$ cat config.mk
export PLATFORM = sky130hd
export DESIGN_NAME = pipe_stage_skid_flat
export DESIGN_NICKNAME = d
export VERILOG_FILES = /design/src/rtl/pipe_pkg.sv /design/src/rtl/pipe_stage_skid_if.sv /design/src/rtl/pipe_entry.sv /design/src/rtl/pipe_stage_skid.sv /design/src/flat_wrapper.sv
export SDC_FILE = /design/constraint.sdc
export NUM_CORES = 1
export LEC_CHECK = 0
export CORE_AREA = 2 2 102 104
export DETAILED_ROUTE_END_ITERATION = 10
export DIE_AREA = 0 0 104 106
export DONT_BUFFER_PORTS = 1
export MAX_ROUTING_LAYER = met4
export PLACE_DENSITY_LB_ADDON = 0.3
export SYNTH_ARGS = -nofsm -noshare
export SYNTH_HDL_FRONTEND = slang
export SYNTH_HIERARCHICAL = 1
export SYNTH_SLANG_ARGS = --single-unit
export TNS_END_PERCENT = 1
$ cat constraint.sdc
create_clock -name clk -period 1.4 [get_ports clk]
set_input_delay 0.21 -clock clk [delete_from_list [all_inputs] [get_ports clk]]
set_output_delay 0.21 -clock clk [all_outputs]
set_load 0.02 [all_outputs]
$ cat src/rtl/pipe_pkg.sv
// Shared state and occupancy encoding for the skid-buffered pipeline stage.
package pipe_pkg;

  localparam int unsigned OCC_W = 2;

  typedef enum logic [1:0] {
    EMPTY = 2'd0,
    ONE   = 2'd1,
    FULL  = 2'd2
  } state_e;

  localparam logic [OCC_W-1:0] OCC_EMPTY = 2'd0;
  localparam logic [OCC_W-1:0] OCC_ONE   = 2'd1;
  localparam logic [OCC_W-1:0] OCC_FULL  = 2'd2;

  // Number of held entries for a given state.
  function automatic logic [OCC_W-1:0] occ_of(input state_e s);
    case (s)
      ONE:     return OCC_ONE;
      FULL:    return OCC_FULL;
      default: return OCC_EMPTY;
    endcase
  endfunction

endpackage

$ cat src/rtl/pipe_stage_skid_if.sv
// Upstream/downstream handshake bundle of the skid stage.
interface pipe_stage_skid_if #(
  parameter int unsigned DATA_W = 32,
  parameter int unsigned CTRL_W = 8
);
  import pipe_pkg::*;

  logic              in_valid;
  logic              in_ready;
  logic [DATA_W-1:0] in_data;
  logic [CTRL_W-1:0] in_ctrl;
  logic              out_valid;
  logic              out_ready;
  logic [DATA_W-1:0] out_data;
  logic [CTRL_W-1:0] out_ctrl;
  logic [OCC_W-1:0]  occupancy;

  // Environment side: offers entries and accepts results.
  modport master (
    output in_valid, in_data, in_ctrl, out_ready,
    input  in_ready, out_valid, out_data, out_ctrl, occupancy
  );

  // Stage side.
  modport slave (
    input  in_valid, in_data, in_ctrl, out_ready,
    output in_ready, out_valid, out_data, out_ctrl, occupancy
  );

endinterface

$ cat src/rtl/pipe_entry.sv
// One held entry: valid flag, payload and control bits with load/clear enables.
module pipe_entry #(
  parameter int unsigned DATA_W = 32,
  parameter int unsigned CTRL_W = 8
) (
  input  logic              clk,
  input  logic              reset_n,
  input  logic              i_load,
  input  logic              i_clr,
  input  logic              i_clr_data,
  input  logic [DATA_W-1:0] i_data,
  input  logic [CTRL_W-1:0] i_ctrl,
  output logic              o_valid,
  output logic [DATA_W-1:0] o_data,
  output logic [CTRL_W-1:0] o_ctrl
);

  logic              r_valid;
  logic [DATA_W-1:0] r_data;
  logic [CTRL_W-1:0] r_ctrl;

  // Clearing always drops control; payload survives unless explicitly zeroed.
  always_ff @(posedge clk) begin
    if (!reset_n) begin
      r_valid <= 1'b0;
      r_data  <= '0;
      r_ctrl  <= '0;
    end else if (i_clr) begin
      r_valid <= 1'b0;
      r_ctrl  <= '0;
      if (i_clr_data) r_data <= '0;
    end else if (i_load) begin
      r_valid <= 1'b1;
      r_data  <= i_data;
      r_ctrl  <= i_ctrl;
    end
  end

  assign o_valid = r_valid;
  assign o_data  = r_data;
  assign o_ctrl  = r_ctrl;

endmodule

$ cat src/rtl/pipe_stage_skid.sv
// Two-entry skid pipeline stage: registered in_ready, one-cycle latency, full throughput.
module pipe_stage_skid
  import pipe_pkg::*;
#(
  parameter int unsigned DATA_W   = 32,
  parameter int unsigned CTRL_W   = 8,
  parameter bit          CLR_DATA = 1'b0
) (
  input logic              clk,
  input logic              reset_n,
  input logic              flush,
  pipe_stage_skid_if.slave bus
);

  state_e           r_state;
  state_e           w_state_nxt;
  logic             r_in_ready;
  logic [OCC_W-1:0] r_occ;
  logic             w_in_ready_nxt;
  logic [OCC_W-1:0] w_occ_nxt;

  logic w_in_xfer;
  logic w_out_xfer;
  logic w_clr_data;

  logic              w_main_load, w_main_clr, w_main_valid;
  logic [DATA_W-1:0] w_main_src_data, w_main_data;
  logic [CTRL_W-1:0] w_main_src_ctrl, w_main_ctrl;
  logic              w_skid_load, w_skid_clr, w_skid_valid;
  logic [DATA_W-1:0] w_skid_data;
  logic [CTRL_W-1:0] w_skid_ctrl;

  assign w_in_xfer  = bus.in_valid && r_in_ready;
  assign w_out_xfer = w_main_valid && bus.out_ready;
  assign w_clr_data = flush && CLR_DATA;

  // State register; in_ready and occupancy are registered alongside it.
  always_ff @(posedge clk) begin
    if (!reset_n) begin
      r_state    <= EMPTY;
      r_in_ready <= 1'b1;
      r_occ      <= OCC_EMPTY;
    end else begin
      r_state    <= w_state_nxt;
      r_in_ready <= w_in_ready_nxt;
      r_occ      <= w_occ_nxt;
    end
  end

  // Next state; flush wins over any transfer.
  always_comb begin
    w_state_nxt = r_state;
    if (flush) begin
      w_state_nxt = EMPTY;
    end else begin
      case (r_state)
        EMPTY:   if (w_in_xfer) w_state_nxt = ONE;
        ONE: begin
          if (w_in_xfer && !w_out_xfer)      w_state_nxt = FULL;
          else if (!w_in_xfer && w_out_xfer) w_state_nxt = EMPTY;
        end
        FULL:    if (w_out_xfer) w_state_nxt = ONE;
        default: w_state_nxt = EMPTY;
      endcase
    end
  end

  // Entry enables and next values of the registered status outputs.
  always_comb begin
    w_main_load    = 1'b0;
    w_main_clr     = flush;
    w_skid_load    = 1'b0;
    w_skid_clr     = flush;
    w_in_ready_nxt = (w_state_nxt != FULL);
    w_occ_nxt      = occ_of(w_state_nxt);
    if (!flush) begin
      case (r_state)
        EMPTY: w_main_load = w_in_xfer;
        ONE: begin
          w_main_load = w_in_xfer && w_out_xfer;
          w_main_clr  = w_out_xfer && !w_in_xfer;
          w_skid_load = w_in_xfer && !w_out_xfer;
        end
        FULL: begin
          w_main_load = w_out_xfer;
          w_skid_clr  = w_out_xfer;
        end
        default: begin
        end
      endcase
    end
  end

  // Main refills from the skid whenever the skid holds the older entry.
  assign w_main_src_data = w_skid_valid ? w_skid_data : bus.in_data;
  assign w_main_src_ctrl = w_skid_valid ? w_skid_ctrl : bus.in_ctrl;

  pipe_entry #(.DATA_W(DATA_W), .CTRL_W(CTRL_W)) u_main (
    .clk        (clk),
    .reset_n    (reset_n),
    .i_load     (w_main_load),
    .i_clr      (w_main_clr),
    .i_clr_data (w_clr_data),
    .i_data     (w_main_src_data),
    .i_ctrl     (w_main_src_ctrl),
    .o_valid    (w_main_valid),
    .o_data     (w_main_data),
    .o_ctrl     (w_main_ctrl)
  );

  pipe_entry #(.DATA_W(DATA_W), .CTRL_W(CTRL_W)) u_skid (
    .clk        (clk),
    .reset_n    (reset_n),
    .i_load     (w_skid_load),
    .i_clr      (w_skid_clr),
    .i_clr_data (w_clr_data),
    .i_data     (bus.in_data),
    .i_ctrl     (bus.in_ctrl),
    .o_valid    (w_skid_valid),
    .o_data     (w_skid_data),
    .o_ctrl     (w_skid_ctrl)
  );

  assign bus.in_ready  = r_in_ready;
  assign bus.occupancy = r_occ;
  assign bus.out_valid = w_main_valid;
  assign bus.out_data  = w_main_data;
  assign bus.out_ctrl  = w_main_valid ? w_main_ctrl : '0;

endmodule

$ cat src/flat_wrapper.sv
// flat-port wrapper written by rule: the top's interface ports become plain ports
module pipe_stage_skid_flat import pipe_pkg::*;
#(
  parameter int unsigned DATA_W   = 32,
  parameter int unsigned CTRL_W   = 8,
  parameter bit          CLR_DATA = 1'b0
)
  (clk, reset_n, flush, bus_in_valid, bus_in_data, bus_in_ctrl, bus_out_ready, bus_in_ready, bus_out_valid, bus_out_data, bus_out_ctrl, bus_occupancy);
  pipe_stage_skid_if #(.DATA_W(DATA_W), .CTRL_W(CTRL_W)) bus_i ();
  input logic clk;
  input logic reset_n;
  input logic flush;
  input wire logic [$bits(bus_i.in_valid)-1:0] bus_in_valid;
  input wire logic [$bits(bus_i.in_data)-1:0] bus_in_data;
  input wire logic [$bits(bus_i.in_ctrl)-1:0] bus_in_ctrl;
  input wire logic [$bits(bus_i.out_ready)-1:0] bus_out_ready;
  output wire logic [$bits(bus_i.in_ready)-1:0] bus_in_ready;
  output wire logic [$bits(bus_i.out_valid)-1:0] bus_out_valid;
  output wire logic [$bits(bus_i.out_data)-1:0] bus_out_data;
  output wire logic [$bits(bus_i.out_ctrl)-1:0] bus_out_ctrl;
  output wire logic [$bits(bus_i.occupancy)-1:0] bus_occupancy;
  assign bus_i.in_valid = bus_in_valid;
  assign bus_i.in_data = bus_in_data;
  assign bus_i.in_ctrl = bus_in_ctrl;
  assign bus_i.out_ready = bus_out_ready;
  assign bus_in_ready = bus_i.in_ready;
  assign bus_out_valid = bus_i.out_valid;
  assign bus_out_data = bus_i.out_data;
  assign bus_out_ctrl = bus_i.out_ctrl;
  assign bus_occupancy = bus_i.occupancy;
  pipe_stage_skid #(.DATA_W(DATA_W), .CTRL_W(CTRL_W), .CLR_DATA(CLR_DATA)) u_core (.clk(clk), .reset_n(reset_n), .flush(flush), .bus(bus_i));
endmodule
==> results.ini <==
[run_status]
status=finished with violations
violations=negative setup slack

[cts]
clkLatencyLatePin_ns=0.35
path_clk_slew_ns=0.08
cts.sinks=87
clockBufferDepth=2
root_buffer=clkbuf_8
cts_tree=done
htree_levels=3
cts_buffers=9

[worst_setup_path]
end_kind=flop
cp.required_ns=1.68
arrival_ns=1.85
critical_path.max_fanout=8
crit_type=reg2reg
startpoint_type=flop

[sta]
report.final.slew_viol_count=0
setup_viol=73
period_share_pct=112
max_freq_ghz=0.638
period_needed_ns=1.57
tns_ns=-6.84
fin_ws_ns=-0.167
rsz0062_at_grt=yes
skew_ns=0.0127
hold_violations=0

[pwr]
powerDensity_nw_per_um2=1010
leakagePower_nw=1.77
power.total_mw=4.91
vdd_drop_max_uv=484

[yosys]
yosys.area.top_type=dfxtp_1
syn_avg_cell_area_um2=9.20
synth_cell_types=29
yosysMostFrequentCell=nand2_1
synth-seq-cells=87
seq_area_frac_synth_pct=44.7
yosys_warnings=6
synth_enable_flop_cells=0
synth_area_um2=3900
syn_inst=424
synth_area_leaders=dfxtp_1 45%, nand2_1 13%, mux2_2 8.7%, o22ai_1 7.1%, o22ai_2 6.4%
ys.flop_type=dfxtp_1
synth_top_area_share_pct=44.7
async_reset_ff_share_pct=0
synth_commonest_cells=131 x nand2_1, 87 x dfxtp_1, 44 x o22ai_1, 30 x mux2_2, 22 x buf_2

[layout]
area_delta_synth_final_pct=24.9
nFillCells=975
drive_above_1_share_pct=28.7
fin_nets=507
n_antenna_cell=0

[floorplan]
die_w_um=104
boundaryPins=89
initial_core_util_pct=39.0
die_h_um=106
core_um2=10000
die_area_um2=11000
row_count=37

[drt]
drc=0
first_pass_iters=4
viasPerCell=5.02
wl_um=9640
ant_nets=0
vias=3028
drtIter0Drc=144
wl_per_cell_um=16.0

[grt]
grt_pass1_vias=3008
grt_usage_pct=18.1
antenna_found_initial=0
grt_max_degree=132
grt_overflow=0
grt_pass1_wl_um=15400

[place]
io_buffer_count=0
post-dp-hpwl_um=5440
routabilityCongestion=0.817

[run]
cap_violations=0

[hold_path]
hold_class=in2reg

-- power breakdown --
part / internal (mW) / switching [mW] / total (mW)
Combinational: 0.287 / 0.241 / 0.528
Clock: 0.919 / 0.885 / 1.80
Sequential: 2.51 / 0.0602 / 2.57
-- placed cells by master (no fill, tap or decap), types with 2 or more instances in the layout --
cell / count
dfxtp_2: 4
a31oi_1: 2
and2_2: 8
nand2_1: 129
nor2_1: 20
buf_4: 17
clkinv_2: 2
dfxtp_1: 82
o22ai_2: 27
buf_6: 2
o22ai_1: 36
clkbuf_8: 11
mux2_1: 10
buf_12: 8
nand2b_4: 3
mux2_2: 31
mux2i_1: 16
mux2_4: 3
nand2b_1: 3
dlygate4sd3_1: 29
conb_1: 2
nor3_1: 2
-- what timing repair did --
action	CTS	global route
endpoints found under the hold margin	28	1
hold buffers	28	1
setup buffers	7	3
resized for setup	17	17
setup endpoints to repair	78	89
cloned	3	0
pin swaps	25	2
-- through the flow --
step	setup WS (ns)	cells	hold slack, ns	utilization [%]	area [um2]
floorplan	-0.0450	425	0.357	-	3950
global placement	-0.155	545	0.358	41.0	4100
detailed placement	-0.210	545	0.367	41.0	4100
CTS	-0.148	599	0.000446	47.7	4770
global route	-0.219	603	0.00352	48.7	4870
finish	-0.167	603	0.0124	48.7	4870
-- layout make-up --
| class | count | area, um2 | area share [%] |
|---|---|---|---|
| Multi-Input combinational cell | 305 | 2100 | 43.0 |
| Tap cell | 136 | 170 | 3.49 |
| Inverter | 1 | 3.75 | 0.0771 |
| Timing Repair Buffer | 58 | 643 | 13.2 |
| Clock buffer | 11 | 151 | 3.11 |
| Sequential cell | 87 | 1750 | 35.9 |
| Clock inverter | 5 | 56.3 | 1.16 |
-- worst paths after layout --
check                           cells after the start  slack, ns                                    to                            startpoint
worst min-delay path                                2       0.01  u_core/u_skid/o_data[3]$_SDFFE_PN0P_                        bus_in_data[3]
worst min register to register                      2       0.47  u_core/u_skid/o_data[5]$_SDFFE_PN0P_  u_core/u_skid/o_data[5]$_SDFFE_PN0P_
worst max-delay path                                7      -0.17  u_core/u_main/o_data[2]$_SDFFE_PN0P_          u_core/r_state[0]$_SDFF_PN0_
worst max register to register                      7      -0.17  u_core/u_main/o_data[2]$_SDFFE_PN0P_          u_core/r_state[0]$_SDFF_PN0_
-- kinds of logic (layout without fill, tap and decap cells) --
family          Yosys count  in the layout  synth area share, %
buf+inv                  35             75                 5.61
flops                    87             87                 44.7
simple gates            173            173                 18.5
compound gates           70             70                 14.7
other cells               1              2               0.0962
mux                      58             60                 16.4
-- registers in the layout (all words and copies together) (netlist names) --
signal and count:
u_core/u_main/o_data 32, u_core/u_main/o_ctrl 8, u_core/u_skid/o_ctrl 8, u_core/u_main/o_valid 1, u_core/u_skid/o_data 32, u_core/bus.in_ready 1
u_core/u_skid/o_valid 1, u_core/bus.occupancy 2, u_core/r_state 2
-- worst max-delay path: stages (launching register included) --
cell	delay [ns]
dfxtp_2	0.35
a21bo_4	0.24
nand2_2	0.11
a21oi_4	0.07
buf_6	0.13
mux2_4	0.31
buf_12	0.15
o22ai_4	0.13
-- routing by layer --
metal  up-vias  GRT usage [%]  part of all wire [%]
li1       1535              -                     -
met1      1426           21.9                    45
met2        57           29.5                    48
met3        10           4.41                   4.9
met4         0           6.76                   1.5
met5         -              -                     0
Note: power is estimated with default switching activity, not from simulation.
==> RTL edit 1 (same flow settings) <==
`CLR_DATA` is set to 1'b0 in 2 places; all go to 1'b1.
--- a/src/rtl/pipe_stage_skid.sv
+++ b/src/rtl/pipe_stage_skid.sv
@@ -6,3 +6,3 @@
   parameter int unsigned CTRL_W   = 8,
-  parameter bit          CLR_DATA = 1'b0
+  parameter bit          CLR_DATA = 1'b1
 ) (
--- a/src/flat_wrapper.sv
+++ b/src/flat_wrapper.sv
@@ -5,3 +5,3 @@
   parameter int unsigned CTRL_W   = 8,
-  parameter bit          CLR_DATA = 1'b0
+  parameter bit          CLR_DATA = 1'b1
 )
Formal check against the unedited RTL: not equivalent (Yosys sat finds a counterexample within 4 cycles, from zero or initial values and one cycle with reset_n low).
==> RTL edit 1 against the original RTL <==
  * The flow still finishes with violations (setup timing)
  * Wire length rose by 1.9%
  * Final area rose by 1.2%
  * Setup slack improved by 0.051 ns
  * Sequential cell count did not move
  * Synthesized area barely moved
  * Critical endpoint is now u_core/u_main/o_data[18]
  * Synthesized cell count fell by 0.24%
  * Sequential share of layout area fell by 0.38 points
  * Total power fell by 0.11%
  * Critical path depth fell by 2
  * Final cell count rose by 0.83%
==> RTL edit 1: results (changes against the original RTL) <==
* Setup violators final at 77 (+5.5%)
* Syn Area/Cell at 9.21 µm² (+0.14%)
* Yosys top cell area share at 44.7% (about the same)
* Worst path slowest cell: dfxtp_4
* Worst-path fanout max at 14 (+6)
* Hold Path End: u_core/u_skid/o_ctrl[6]
* Psw at 1.18 mW (-0.67%)
* Setup total negative slack at -5.02 ns (+1.82 ns)
* Status: finished, violations left
* Fill cells at 964 (-1.1%)
* Worst hold slack at 0.0310 ns (+0.0186 ns)
* Final critical-path setup slack at -0.115 ns (+0.0513 ns)
* Routed wl met3 at 576 µm (+22%)
* HPWL Detailed at 5560 µm (+2.2%)
* Iteration-0 DRC Markers at 214 (+49%)
* Peak VDD IR at 0.000486 V (+0.52%)
* Worst Min Path Start: bus_in_ctrl[6]
* Leak Pwr at 1.77 nW (-0.15%)
* Fraction of synthesized area in multiplexers at 16.4% (about the same)
* Reg2reg end: u_core/u_main/o_data[18]
* Dpl ws at -0.170 ns (+0.0395 ns)
* Post-synthesis compound-gate area fraction at 14.7% (about the same)
* Vias at 3,096 (+2.2%)
* GR Layer Usage met2 at 30.1% (+0.66 points)
* Setup Skew at 0.0102 ns (-0.00248 ns)
* DR WL met2 at 4810 µm (+3.3%)
* DRT met1 WL at 4300 µm (-1.5%)
* Number of global-route vias before repair at 3,150 (+4.7%)
* Total Wirelength at 9830 µm (+1.9%)
* Drt first pass iters at 5 (+1)
* Largest cells by area after synthesis: dfxtp_1 (45%), nand2_1 (13%), mux2_2 (8.7%)
* Sequential element share of the synthesized area at 44.7% (about the same)
* CP Data Arrival Time at 1.80 ns (-0.05 ns)
* Via/cell ratio at 5.09 (+1.4%)
* Failing checks: setup timing
* CP startpoint: u_core/u_main/o_valid
## RTL edit 1: cell families (layout without fill, tap and decap cells)
| group | Yosys count | count (layout) |
|---|---|---|
| compound gates | 70 | 70 |
| buf+inv | 35 | 83 |
| simple gates | 173 | 173 |
| flops | 87 | 87 |
| mux | 58 | 59 |
## RTL edit 1: timing repair
action	4_1_cts	5_1_grt
endpoints found under the setup margin	88	84
pin swaps	6	23
hold endpoints to repair	37	1
hold buffers	38	1
setup buffers	4	1
resized for setup	23	18
cloned	3	0
## RTL edit 1: layout make-up
cell class	count	area (µm²)	share of cell area [%]
clock buffer	12	155	3.15
timing repair buffer	66	692	14.0
clock inverter	4	53.8	1.09
inverter	1	3.75	0.0761
multi-input combinational	302	2100	42.6
sequential	87	1750	35.6
tap	136	170	3.45
## RTL edit 1: stage by stage
| step | total power [mW] | instance area (µm²) |
|---|---|---|
| after global placement | 2.99 | 4120 |
| after floorplan | 2.98 | 3950 |
| after global routing | 5.11 | 4930 |
| after detailed placement | 3.00 | 4120 |
| final | 4.90 | 4930 |
| after CTS | 4.97 | 4860 |
## RTL edit 1: worst max path at each step
stage | to | slack, ns | cells after the start
floorplan | u_core/u_skid/o_data[0] | -0.05 | 6
global placement | u_core/u_main/o_data[6] | -0.11 | 5
detailed placement | u_core/u_main/o_data[12] | -0.17 | 5
CTS | u_core/u_main/o_data[19] | -0.11 | 5
global route | u_core/u_main/o_data[8] | -0.17 | 7
finish | u_core/u_main/o_data[18] | -0.12 | 5
## RTL edit 1: power by group through the flow
stage	combinational, mW	clock (mW)	sequential, mW
floorplan	0.353	0	2.63
global placement	0.358	0	2.63
detailed placement	0.364	0	2.63
CTS	0.511	1.89	2.57
global route	0.559	1.97	2.58
finish	0.520	1.81	2.57
==> RTL edit 2 (same flow settings) <==
Made on the original files. Re-encode `state_e` (3 states) as one-hot, 3 bits wide.
--- a/src/rtl/pipe_pkg.sv
+++ b/src/rtl/pipe_pkg.sv
@@ -5,6 +5,6 @@
 
-  typedef enum logic [1:0] {
-    EMPTY = 2'd0,
-    ONE   = 2'd1,
-    FULL  = 2'd2
+  typedef enum logic [2:0] {
+    EMPTY = 3'b001,
+    ONE   = 3'b010,
+    FULL  = 3'b100
   } state_e;
Formal check against the unedited RTL: same outputs for any inputs over 10 cycles, from zero or initial values and one cycle with reset_n low; not proved beyond that.
==> RTL edit 2 against the original RTL <==
  * The flow still finishes with violations (setup timing)
  * Via count increased by 3.8%
  * Setup slack got worse by 0.042 ns
  * Non-clock buffer count decreased by 1
  * Largest cell class unchanged
  * Final area increased by 2.4%
  * Synthesized area increased by 1.9%
  * Sequential cell count increased by 1
  * Worst hold slack improved by 0.013 ns
  * Total power decreased by 2.2%
  * Combinational power decreased by 5.3%
  * Die area unchanged
  * Sequential share of layout area decreased by 0.30 points
  * Clock power decreased by 5%
  * Wire length increased by 1.6%
  * Clock skew decreased by 0.0049 ns
==> RTL edit 2: results (changes against the original RTL) <==
* Placed cell count at 561 (+2.9%)
* First-pass GRT wire length at 15,300 µm (-0.40%)
* Setup Skew at 0.00780 ns (-0.00488 ns)
* Worst-path fanout max at 8 (unchanged)
* Syn Area/Cell at 9.14 µm² (-0.68%)
* Ys Warns at 6 (unchanged)
* Worst reg2reg path depth at 5 (-2)
* Root Driver: clkbuf_8
* Design area at 4990 µm² (+2.4%)
* Peak VDD IR at 0.000368 V (-24%)
* CP startpoint: u_core/r_state[1]
* Placed cell area at 4270 µm² (+4.2%)
* Status: finished, violations left
* Clk buf depth at 2 (unchanged)
* HPWL Detailed at 5630 µm (+3.6%)
* Worst Min Path Start: bus_in_data[27]
* Sequential element share of the synthesized area at 44.3% (-0.33 points)
* CTS Buf Count at 9 (unchanged)
* Dpl ws at -0.245 ns (-0.0352 ns)
* Sw frac at 23.8% (-0.40 points)
* Reg2reg end: u_core/u_skid/o_data[17]
* Setup total negative slack at -12.17 ns (-5.32 ns)
* Via/cell ratio at 5.12 (+1.9%)
* Largest cells by area after synthesis: dfxtp_1 (44%), nand2_1 (12%), mux2_2 (11%)
* Failing checks: setup timing
* Worst Hold Depth at 2 (unchanged)
* # diodes at 0 (unchanged)
* Most used DFF post-synth: dfxtp_1
* Final critical-path setup slack at -0.208 ns (-0.0415 ns)
* Top cells by count, synth: nand2_1 (130), dfxtp_1 (88), o22ai_1 (44), mux2_2 (40), nor2_1 (25)
* Hold Path End: u_core/u_skid/o_data[27]
* Cell variety after synth at 32 (+10%)
* Vias at 3,142 (+3.8%)
* Fill cells at 956 (-1.9%)
* Leak Pwr at 1.80 nW (+1.9%)
* Iteration-0 DRC Markers at 131 (-9.0%)
* Nets@finish at 518 (+2.2%)
* CP Data Arrival Time at 1.88 ns (+0.03 ns)
* Total Wirelength at 9790 µm (+1.6%)
* Total GRT Usage at 17.6% (-0.52 points)
* Setup violators final at 82 (+12%)
* GP Congestion at 0.758 (-7.2%)
* Worst hold slack at 0.0259 ns (+0.0134 ns)
* Clock slew at reported path FFs at 0.08 ns (about the same)
* Ratio of cells with drive above 1 in the final layout at 30.1% (+1.4 points)
[RTL edit 2: worst max-delay path, stage by stage (launching register included)]
cell and delay [ns]:
dfxtp_4 0.37, nand2b_4 0.16, nor3_4 0.22, or2_4 0.22, mux2_4 0.40, o22ai_1 0.18
[RTL edit 2: layer usage]
metal	wire length [µm]	share of wire [%]	global-route usage (%)
met1	4360	45	20.6
met2	4770	49	29.2
met3	577	5.9	5.15
met4	87	0.89	5.79
met5	0	0	-
[RTL edit 2: area by class of cell]
class	count	area share, %
Clock buffer	14	3.69
Clock inverter	2	0.201
Inverter	2	0.151
Multi-Input combinational cell	315	43.8
Sequential cell	88	35.6
Tap cell	136	3.41
Timing Repair Buffer	57	13.1
[RTL edit 2: what timing repair did]
item,CTS,global route
pin swaps,5,9
setup buffers,1,0
hold buffers,31,1
endpoints found under the setup margin,85,95
gates cloned,1,3
gates resized for setup,9,27
endpoints found under the hold margin,31,1
[RTL edit 2: kinds of logic (layout without fill, tap and decap cells)]
kind of cell	count (synthesis)	in the layout	share of synthesized area [%]
other cells	1	2	0.0944
compound gates	73	73	14.9
simple gates	177	177	18.5
flops	88	88	44.3
mux	58	61	16.1
buf+inv	36	75	5.60
xor+xnor	2	2	0.441
[RTL edit 2: power by group through the flow]
stage | Sequential (mW) | Combinational [mW] | Clock [mW]
floorplan | 2.65 | 0.344 | 0
global placement | 2.65 | 0.374 | 0
detailed placement | 2.65 | 0.378 | 0
CTS | 2.59 | 0.468 | 1.78
global route | 2.60 | 0.539 | 1.87
finish | 2.59 | 0.500 | 1.71
